`src/rtl/rotary_pkg.sv`:
```
// Shared types and constants for the rotary-encoder frequency selector.
package rotary_pkg;

  typedef enum logic [2:0] {
    IDLE,
    CW1,
    CW2,
    CW3,
    CCW1,
    CCW2,
    CCW3,
    ERR
  } rot_state_e;

  localparam logic DIR_CW  = 1'b1;
  localparam logic DIR_CCW = 1'b0;

  localparam logic [1:0] DETENT_AB = 2'b11;

endpackage

```
`src/rtl/debounce_sync.sv`:
```
// Two-flop synchroniser followed by a consecutive-sample debouncer.
// Resets to level 1, which matches the encoder's resting detent.
module debounce_sync #(
  parameter int DEBOUNCE_CYCLES = 16
) (
  input  logic clk,
  input  logic rst,
  input  logic raw,
  output logic stable
);

  localparam int CNT_W = $clog2(DEBOUNCE_CYCLES + 1);
  localparam logic [CNT_W-1:0] CNT_LAST = CNT_W'(DEBOUNCE_CYCLES - 1);

  logic [1:0]       sync_q;
  logic [CNT_W-1:0] cnt;

  // NOTE: all state here is registered with <= so every flop samples the
  // pre-edge value of its neighbours; blocking assignments would collapse
  // the synchroniser chain into a single stage.
  always_ff @(posedge clk) begin
    if (rst) begin
      sync_q <= 2'b11;
      stable <= 1'b1;
      cnt    <= '0;
    end else begin
      sync_q <= {sync_q[0], raw};
      if (sync_q[1] != stable) begin
        // The sample that hits the last count is itself the final stable one.
        if (cnt == CNT_LAST) begin
          stable <= sync_q[1];
          cnt    <= '0;
        end else begin
          cnt <= cnt + CNT_W'(1);
        end
      end else begin
        cnt <= '0;
      end
    end
  end

endmodule

```
`src/rtl/rotary_freq_selector.sv`:
```
// Rotary-encoder front end: debounced quadrature decode into a saturating
// frequency-select value with step and change pulses.
module rotary_freq_selector
  import rotary_pkg::*;
#(
  parameter int DEBOUNCE_CYCLES = 16,
  parameter int SEL_W           = 4,
  parameter int SEL_MAX         = 15,
  parameter int SEL_RESET       = 1
) (
  input  logic             clk,
  input  logic             rst,
  input  logic             ena,
  input  logic             clk_in,
  input  logic             dt_in,
  output logic [SEL_W-1:0] freq_sel,
  output logic             step_pulse,
  output logic             step_dir,
  output logic             sel_changed
);

  localparam logic [SEL_W-1:0] SEL_TOP  = SEL_W'(SEL_MAX);
  localparam logic [SEL_W-1:0] SEL_INIT = SEL_W'(SEL_RESET);

  logic       a_db;
  logic       b_db;
  logic [1:0] ab;
  logic [1:0] ab_prev;
  logic       ab_changed;

  rot_state_e       state, state_next;
  logic             step_fire;
  logic             step_cw;
  logic             dir_next;
  logic [SEL_W-1:0] sel_next;
  logic             changed_next;

  debounce_sync #(.DEBOUNCE_CYCLES(DEBOUNCE_CYCLES)) u_deb_a (
    .clk    (clk),
    .rst    (rst),
    .raw    (clk_in),
    .stable (a_db)
  );

  debounce_sync #(.DEBOUNCE_CYCLES(DEBOUNCE_CYCLES)) u_deb_b (
    .clk    (clk),
    .rst    (rst),
    .raw    (dt_in),
    .stable (b_db)
  );

  assign ab         = {a_db, b_db};
  assign ab_changed = (ab != ab_prev);

  // NOTE: every output of this block gets a default first, so no path can
  // leave a signal unassigned and infer a latch.
  always_comb begin
    state_next   = state;
    step_fire    = 1'b0;
    step_cw      = 1'b0;
    dir_next     = step_dir;
    sel_next     = freq_sel;
    changed_next = 1'b0;

    if (ena && ab_changed) begin
      case (state)
        IDLE: begin
          case (ab)
            2'b01:   state_next = CW1;
            2'b10:   state_next = CCW1;
            2'b00:   state_next = ERR;
            default: state_next = IDLE;
          endcase
        end
        CW1: begin
          case (ab)
            2'b00:     state_next = CW2;
            DETENT_AB: state_next = IDLE;
            default:   state_next = ERR;
          endcase
        end
        CW2: begin
          case (ab)
            2'b10:     state_next = CW3;
            2'b01:     state_next = CW1;
            DETENT_AB: state_next = IDLE;
            default:   state_next = ERR;
          endcase
        end
        CW3: begin
          case (ab)
            DETENT_AB: begin
              state_next = IDLE;
              step_fire  = 1'b1;
              step_cw    = 1'b1;
            end
            2'b00:   state_next = CW2;
            default: state_next = ERR;
          endcase
        end
        CCW1: begin
          case (ab)
            2'b00:     state_next = CCW2;
            DETENT_AB: state_next = IDLE;
            default:   state_next = ERR;
          endcase
        end
        CCW2: begin
          case (ab)
            2'b01:     state_next = CCW3;
            2'b10:     state_next = CCW1;
            DETENT_AB: state_next = IDLE;
            default:   state_next = ERR;
          endcase
        end
        CCW3: begin
          case (ab)
            DETENT_AB: begin
              state_next = IDLE;
              step_fire  = 1'b1;
              step_cw    = 1'b0;
            end
            2'b00:   state_next = CCW2;
            default: state_next = ERR;
          endcase
        end
        ERR: begin
          if (ab == DETENT_AB) state_next = IDLE;
        end
      endcase
    end

    if (step_fire) begin
      dir_next = step_cw ? DIR_CW : DIR_CCW;
      if (step_cw) begin
        if (freq_sel != SEL_TOP) sel_next = freq_sel + SEL_W'(1);
      end else begin
        if (freq_sel != '0) sel_next = freq_sel - SEL_W'(1);
      end
      changed_next = (sel_next != freq_sel);
    end
  end

  // ab_prev tracks even while disabled so edges seen with ena low are dropped.
  always_ff @(posedge clk) begin
    if (rst) begin
      ab_prev     <= DETENT_AB;
      state       <= IDLE;
      freq_sel    <= SEL_INIT;
      step_pulse  <= 1'b0;
      step_dir    <= 1'b0;
      sel_changed <= 1'b0;
    end else begin
      ab_prev     <= ab;
      state       <= state_next;
      freq_sel    <= sel_next;
      step_pulse  <= step_fire;
      step_dir    <= dir_next;
      sel_changed <= changed_next;
    end
  end

endmodule

```
`config.mk`:
```
export PLATFORM = sky130hd
export DESIGN_NAME = rotary_freq_selector
export DESIGN_NICKNAME = d
export VERILOG_FILES = /design/src/rtl/rotary_pkg.sv /design/src/rtl/debounce_sync.sv /design/src/rtl/rotary_freq_selector.sv
export SDC_FILE = /design/constraint.sdc
export NUM_CORES = 1
export LEC_CHECK = 0
export BUFFER_PORTS_ARGS = -buffer_cell sky130_fd_sc_hd__buf_2
export CORE_UTILIZATION = 60
export CTS_BUF_LIST = sky130_fd_sc_hd__clkbuf_8
export CTS_CLUSTER_SIZE = 10
export DETAILED_ROUTE_END_ITERATION = 8
export PLACE_DENSITY = 0.81
export SYNTH_ARGS = -nofsm -noshare
export SYNTH_HDL_FRONTEND = slang
export SYNTH_SLANG_ARGS = --single-unit
```
`constraint.sdc`:
```
create_clock -name clk -period 1.73 [get_ports clk]
set_input_delay 0.0865 -clock clk [delete_from_list [all_inputs] [get_ports clk]]
set_output_delay 0.0865 -clock clk [all_outputs]
set_load 0.02 [all_outputs]
```
==> flow_metrics.py, run 1 <==
metrics = {
    "timing": {
        "setup_viol": 0,
        "number_of_hold_violations_in_the_final_report": 0,
        "final.min_clock_period_ps": 1640,
        "maxClockFrequency_ghz": 0.610,
        "post-route-period-util_pct": 94.7,
        "timing.max_slew.rel_slack_pct": 69.7,
        "max_slew_violations": 0,
        "whs_ps": 155,
        "finalClockSkew_ps": 4.63,
        "timing.final.ws_setup_ps": 91.4,
        "worst_pin_slew_ps": 448,
    },
    "worst_setup_path": {
        "timing.critical_path.fanout_max": 6,
        "startpoint": "freq_sel[1]",
        "ff2ff_setup_slack_ps": 90,
        "arrival_ps": 1790,
        "critical_path_class": "reg -> reg",
        "setup.worst_path.end_class": "register",
        "critical_path_required_ps": 1890,
        "start_kind": "register",
        "worst_r2r_startpoint": "freq_sel[1]",
    },
    "finish": {
        "design_area_um2": 1670,
        "layout.cells.most_common": "dfxtp_1",
        "final_core_utilization_pct": 74.7,
        "layout-drive-gt1-share_pct": 21.0,
        "final.fill_count": 161,
        "most-common-layout-cells": "dfxtp_1, inv_1, nor2_1",
        "fin_cells": 204,
        "flow.area_growth_from_synthesis_pct": 15.8,
        "diodes": 0,
        "fin_nets": 193,
    },
    "routing": {
        "routed_wl_mm": 2.66,
        "detail_route.drc_violations": 0,
        "ant_nets": 0,
        "drt_first_iter_violations": 23,
        "vias": 1188,
        "drt_first_pass_iters": 4,
        "drt-wirelength-per-cell_um": 13.0,
        "vias_per_cell": 5.82,
    },
    "global_route": {
        "first_global_vias": 1165,
        "initial_antenna_violation_count": 0,
        "grt_first_pass_wirelength_mm": 4.73,
        "grt_usage_pct": 24.4,
        "overflow": 0,
        "grt_max_degree": 17,
    },
    "pwr": {
        "intPower_mw": 0.865,
        "power.ir.vdd_worst_mv": 0.623,
        "total_leakage_power_nw": 0.676,
        "cellPowerDensity_nw_per_um2": 647,
        "seq_power_share_pct": 60.4,
        "swShare_pct": 19.9,
        "clock_power_share_pct": 37.1,
        "pwr-share-comb_pct": 2.5,
        "power.net_switching_mw": 0.215,
    },
    "placed_design": {
        "detailed_place.area_um2": 1550,
        "port_buffers": 11,
        "gp_congestion": 0.907,
        "post-dp-hpwl_mm": 2.04,
        "post-place-ws_ps": 20.2,
        "dpl.cell_count": 198,
    },
    "floorplan": {
        "core-area_um2": 2230,
        "fp-row-count": 17,
        "initial_core_util_pct": 64.5,
        "width_of_the_die_um": 51.0,
        "die_height_um": 51.0,
        "die-area_um2": 2600,
        "top_level_pins": 12,
    },
    "clock_network": {
        "insertion_delay_ps": 270,
        "tritoncts": "yes",
        "cts.sinks": 28,
        "cts_bufs_inserted": 3,
        "root_buffer": "clkbuf_8",
        "clock_tree.buffer_depth": 2,
        "cts_htree_levels": 1,
        "path_clk_slew_ps": 90,
        "cts.repair_timing.setup_buffer_count": 0,
    },
    "synthesis": {
        "syn_area_per_cell_um2": 9.12,
        "synth_ff_type": "dfxtp_1",
        "ys_ff_latch": 28,
        "synth.yosys.warnings": 0,
        "synth_async_sr_flop_share_pct": 0,
        "synth_edf_count": 0,
        "yosysSeqAreaShare_pct": 38.9,
        "number_of_cells_produced_by_synthesis": 158,
        "post_synth_num_cell_types": 48,
        "mappedNetlistArea_um2": 1440,
        "syn_nets": 174,
    },
    "job": {
        "cap_viol_max_count": 0,
    },
    "worst_hold_path": {
        "worstHoldStart": "rst",
        "hp-class": "in -> reg",
    },
    "outcome": {
        "outcome": "complete, no violations",
    },
}
[Yosys cell counts (2+ instances only)]
library cell  number  area share [%]
nor2_1            15             3.9
ha_1              11             9.5
xor2_1             2             1.2
xnor2_2            2             2.3
or2_2              4             1.7
nand2b_1           5             2.2
o21ai_0            4             1.4
o31ai_1            2             1.0
nor3_1             4             1.4
clkbuf_1           2            0.52
dfxtp_1           28              39
o211ai_1           5             2.6
and3_1             3             1.3
xnor2_1            4             2.4
a211oi_1           2             1.0
inv_1             15             3.9
nand2_1            7             1.8
or3_1              2            0.87
nand3_1            5             1.7
o22ai_1            2            0.87
a21oi_1            6             2.1
buf_2              2            0.69
[per-stage QoR]
step,total power [mW],setup TNS [ps]
2_1_floorplan,0.681,0
4_1_cts,1.09,0
6_report,1.08,0
3_5_place_dp,0.690,0
3_3_place_gp,0.689,0
5_1_grt,1.12,-0.311
[state kept, by name, summed over array words and instances (netlist names), 2 cells and up]
signal          flops
u_deb_b.sync_q      2
ab_prev             2
u_deb_b.cnt         5
u_deb_a.sync_q      2
freq_sel            4
u_deb_a.cnt         5
state               3
[power by group through the flow]
stage | registers [mW] | clock network (mW) | logic (mW)
after CTS | 0.653 | 0.412 | 0.0259
after floorplan | 0.667 | 0 | 0.0136
final | 0.652 | 0.401 | 0.0265
after detailed placement | 0.668 | 0 | 0.0225
after global placement | 0.667 | 0 | 0.0217
after global routing | 0.653 | 0.434 | 0.0289
[worst paths after layout]
kind / endpoint / cells past startpoint
max: freq_sel[0] / 6
min: freq_sel[2] / 2
max reg2reg: freq_sel[0] / 6
min reg2reg: u_deb_b.sync_q[1] / 1
[cell type report]
class / instances / area [µm²] / share of cell area (%)
clock buffer: 4 / 55.1 / 3.30
tap: 28 / 35.0 / 2.10
inverter: 15 / 56.3 / 3.37
multi-input combinational: 110 / 838 / 50.2
timing repair buffer: 19 / 120 / 7.20
sequential: 28 / 564 / 33.8
[per-layer routing]
metal | vias to the layer above | global-route usage, % | share of wire [%]
li1 | 598 | - | -
met1 | 566 | 26.9 | 44
met2 | 20 | 44.1 | 52
met3 | 4 | 5.06 | 2.7
met4 | 0 | 11.1 | 1.4
met5 | - | 0 | 0
[cell families (layout without fill, tap and decap cells)]
group	after synthesis	after routing	synth area share (%)
xor gates and xnor gates	8	8	5.90
buffers and inverters	20	38	5.64
adders and majority gates	11	11	9.55
and+or+nand+nor	52	52	19.3
muxes	1	1	0.694
AOI/OAI and AO/OA	38	38	20.1
DFF	28	28	38.9
[repair_timing]
action / 4_1_cts / 5_1_grt
hold endpoints to repair: 2 / 0
endpoints found under the setup margin: 0 / 3
resized for setup: 0 / 8
hold buffers: 2 / 0
[critical path, stage by stage, from the launching register on]
cell       delay [ps]
dfxtp_2           360
inv_1              80
ha_1              220
nor3b_4           250
a2bb2oi_2         200
nor3_1             70
or3b_1            350
No activity file was read; power rests on OpenSTA's default activity.
==> inputs of run 2 (changes only) <==
- GPL_TIMING_DRIVEN: default -> 1
- SYNTH_HIERARCHICAL: default -> 1
==> run 2 against run 1 <==
Compared with the run above:
- global-route usage rose by 2.6 points
- flip-flop and latch count did not move
- sequential share of layout area fell by 2.9 points
- sequential power barely moved
==> flow_metrics.py, run 2 <==
metrics = {
    "outcome": {
        "outcome": "complete, no violations",
    },
    "synthesis": {
        "syn_area_per_cell_um2": 9.29,
        "yosysSeqAreaShare_pct": 36.6,
        "post_synth_num_cell_types": 47,
        "synth.largest_area_cell": "dfxtp_1",
        "synth_ff_type": "dfxtp_1",
        "cell_with_the_most_instances_after_synthesis": "dfxtp_1",
        "number_of_cells_produced_by_synthesis": 165,
        "mappedNetlistArea_um2": 1530,
        "post_synth_main_area_contributors": "dfxtp_1, ha_1, nor2_1, xor2_1, inv_1",
        "netlist.area_leader.share_pct": 36.6,
        "synth_async_sr_flop_share_pct": 0,
        "syn_nets": 181,
        "synth.yosys.warnings": 6,
        "ys_ff_latch": 28,
        "synth_edf_count": 0,
        "synth.cells.most_frequent": "dfxtp_1, nor2_1, ha_1, inv_1, nand3_1",
    },
    "pwr": {
        "cellPowerDensity_nw_per_um2": 648,
        "total_leakage_power_nw": 0.768,
        "power.ir.vdd_worst_mv": 0.610,
    },
    "routing": {
        "vias_per_cell": 6.01,
        "drt-wirelength-per-cell_um": 15.6,
        "detail_route.drc_violations": 0,
        "vias": 1304,
        "drt_first_iter_violations": 37,
        "ant_nets": 0,
        "drt_first_pass_iters": 4,
        "routed_wl_mm": 3.38,
    },
    "floorplan": {
        "die-area_um2": 2760,
        "top_level_pins": 12,
        "initial_core_util_pct": 66.1,
        "core-area_um2": 2320,
        "width_of_the_die_um": 52.5,
        "fp-row-count": 17,
        "die_height_um": 52.5,
    },
    "worst_hold_path": {
        "hold_path_depth": 2,
        "hp-class": "in -> reg",
    },
    "worst_setup_path": {
        "timing.critical_path.fanout_max": 5,
        "start_kind": "register",
        "arrival_ps": 1900,
        "ff2ff_setup_slack_ps": 20,
        "reg2reg_depth": 5,
        "critical_path_required_ps": 1920,
        "critical_path_class": "reg -> reg",
        "setup.worst_path.end_class": "register",
    },
    "global_route": {
        "overflow": 0,
        "grt_max_degree": 23,
        "grt_first_pass_wirelength_mm": 5.37,
        "first_global_vias": 1202,
        "grt_usage_pct": 26.9,
        "initial_antenna_violation_count": 0,
    },
    "timing": {
        "finalClockSkew_ps": 1.13,
        "final.min_clock_period_ps": 1710,
        "post-route-period-util_pct": 99.1,
        "timing.max_slew.rel_slack_pct": 71.2,
        "worst_pin_slew_ps": 429,
        "timing.final.ws_setup_ps": 15.1,
        "max_slew_violations": 0,
        "number_of_hold_violations_in_the_final_report": 0,
        "setup_viol": 0,
        "rsz0062_at_grt": "true",
        "maxClockFrequency_ghz": 0.583,
    },
    "finish": {
        "fin_nets": 206,
        "flow.area_growth_from_synthesis_pct": 20.5,
        "layout.cells.most_common": "dfxtp_1",
        "final_core_utilization_pct": 79.7,
        "diodes": 0,
        "layout-drive-gt1-share_pct": 34.4,
        "layout_top_registers": "u_deb_a/cnt: 5 flops, u_deb_b/cnt: 5 flops, freq_sel: 4 flops",
        "most-common-layout-cells": "dfxtp_1, nor2_1, buf_4",
    },
    "clock_network": {
        "clock_tree.buffer_depth": 2,
        "cts.sinks": 28,
        "cts_htree_levels": 1,
        "path_clk_slew_ps": 90,
        "tritoncts": "yes",
        "cts_bufs_inserted": 3,
        "insertion_delay_ps": 280,
        "root_buffer": "clkbuf_8",
    },
    "placed_design": {
        "port_buffers": 11,
        "post-dp-hpwl_mm": 2.08,
        "post-place-ws_ps": -13.6,
        "gp_congestion": 0.818,
    },
    "job": {
        "cap_viol_max_count": 0,
    },
}
==> run 2: worst max-delay path: stages (launching register included) <==
cell and delay [ps]:
dfxtp_4 370, buf_4 150, ha_1 200, mux4_2 500, o311a_4 150, a2111oi_4 250
==> run 2: layer usage <==
layer | vias up | global-route usage (%) | wire [µm]
li1 | 632 | - | -
met1 | 635 | 33.2 | 1420
met2 | 30 | 45.6 | 1770
met3 | 7 | 3.77 | 134
met4 | 0 | 13.2 | 57
met5 | - | 0 | 0
==> run 2: power by group <==
| group | internal (mW) | switching, mW |
|---|---|---|
| clock | 0.310 | 0.208 |
| sequential | 0.647 | 0.00319 |
| combinational | 0.0138 | 0.0153 |
==> run 2: area by class of cell <==
cell class | count | area (µm²)
repair buffers | 28 | 188
well taps | 28 | 35.0
clock buffers | 3 | 41.3
clock inverters | 1 | 30.0
multi-input cells | 117 | 937
flip-flops and latches | 28 | 571
inverters | 12 | 45.0
fillers | 134 | 472
==> run 2: kinds of logic after synthesis <==
family / share of synthesized area [%]
adder cells (fa/ha/maj): 8.98
AND/OR/NAND/NOR: 20.7
buffers and inverters: 6.20
AO/OA/AOI/OAI: 17.5
multiplexers: 4.90
XOR/XNOR: 5.14
flip-flops: 36.6
==> run 2: stage by stage <==
step / power [mW] / hold slack, ps / cells / instance area (µm²) / TNS, ps
after CTS: 1.20 / 233 / 216 / 1800 / 0
after global placement: 0.691 / 270 / 209 / 1670 / 0
final: 1.20 / 231 / 217 / 1850 / 0
after detailed placement: 0.692 / 279 / 209 / 1670 / -13.6
after global routing: 1.23 / 250 / 217 / 1850 / -23.8
after floorplan: 0.681 / 171 / 165 / 1540 / 0
==> run 2: worst paths after layout <==
| path | from | end |
|---|---|---|
| setup / recovery | u_deb_b/stable | state[1] |
| hold / removal | rst | sel_changed |
| setup reg to reg | u_deb_b/stable | state[1] |
| hold reg to reg | u_deb_a/sync_q[0] | u_deb_a/sync_q[1] |
==> run 2: what timing repair did <==
action / in CTS / in global routing
pin swaps: 1 / 1
cloned: 0 / 0
resized for setup: 5 / 12
endpoints found under the setup margin: 1 / 6
hold buffers: 2 / 0
endpoints found under the hold margin: 2 / 0
buffers inserted: 1 / 1
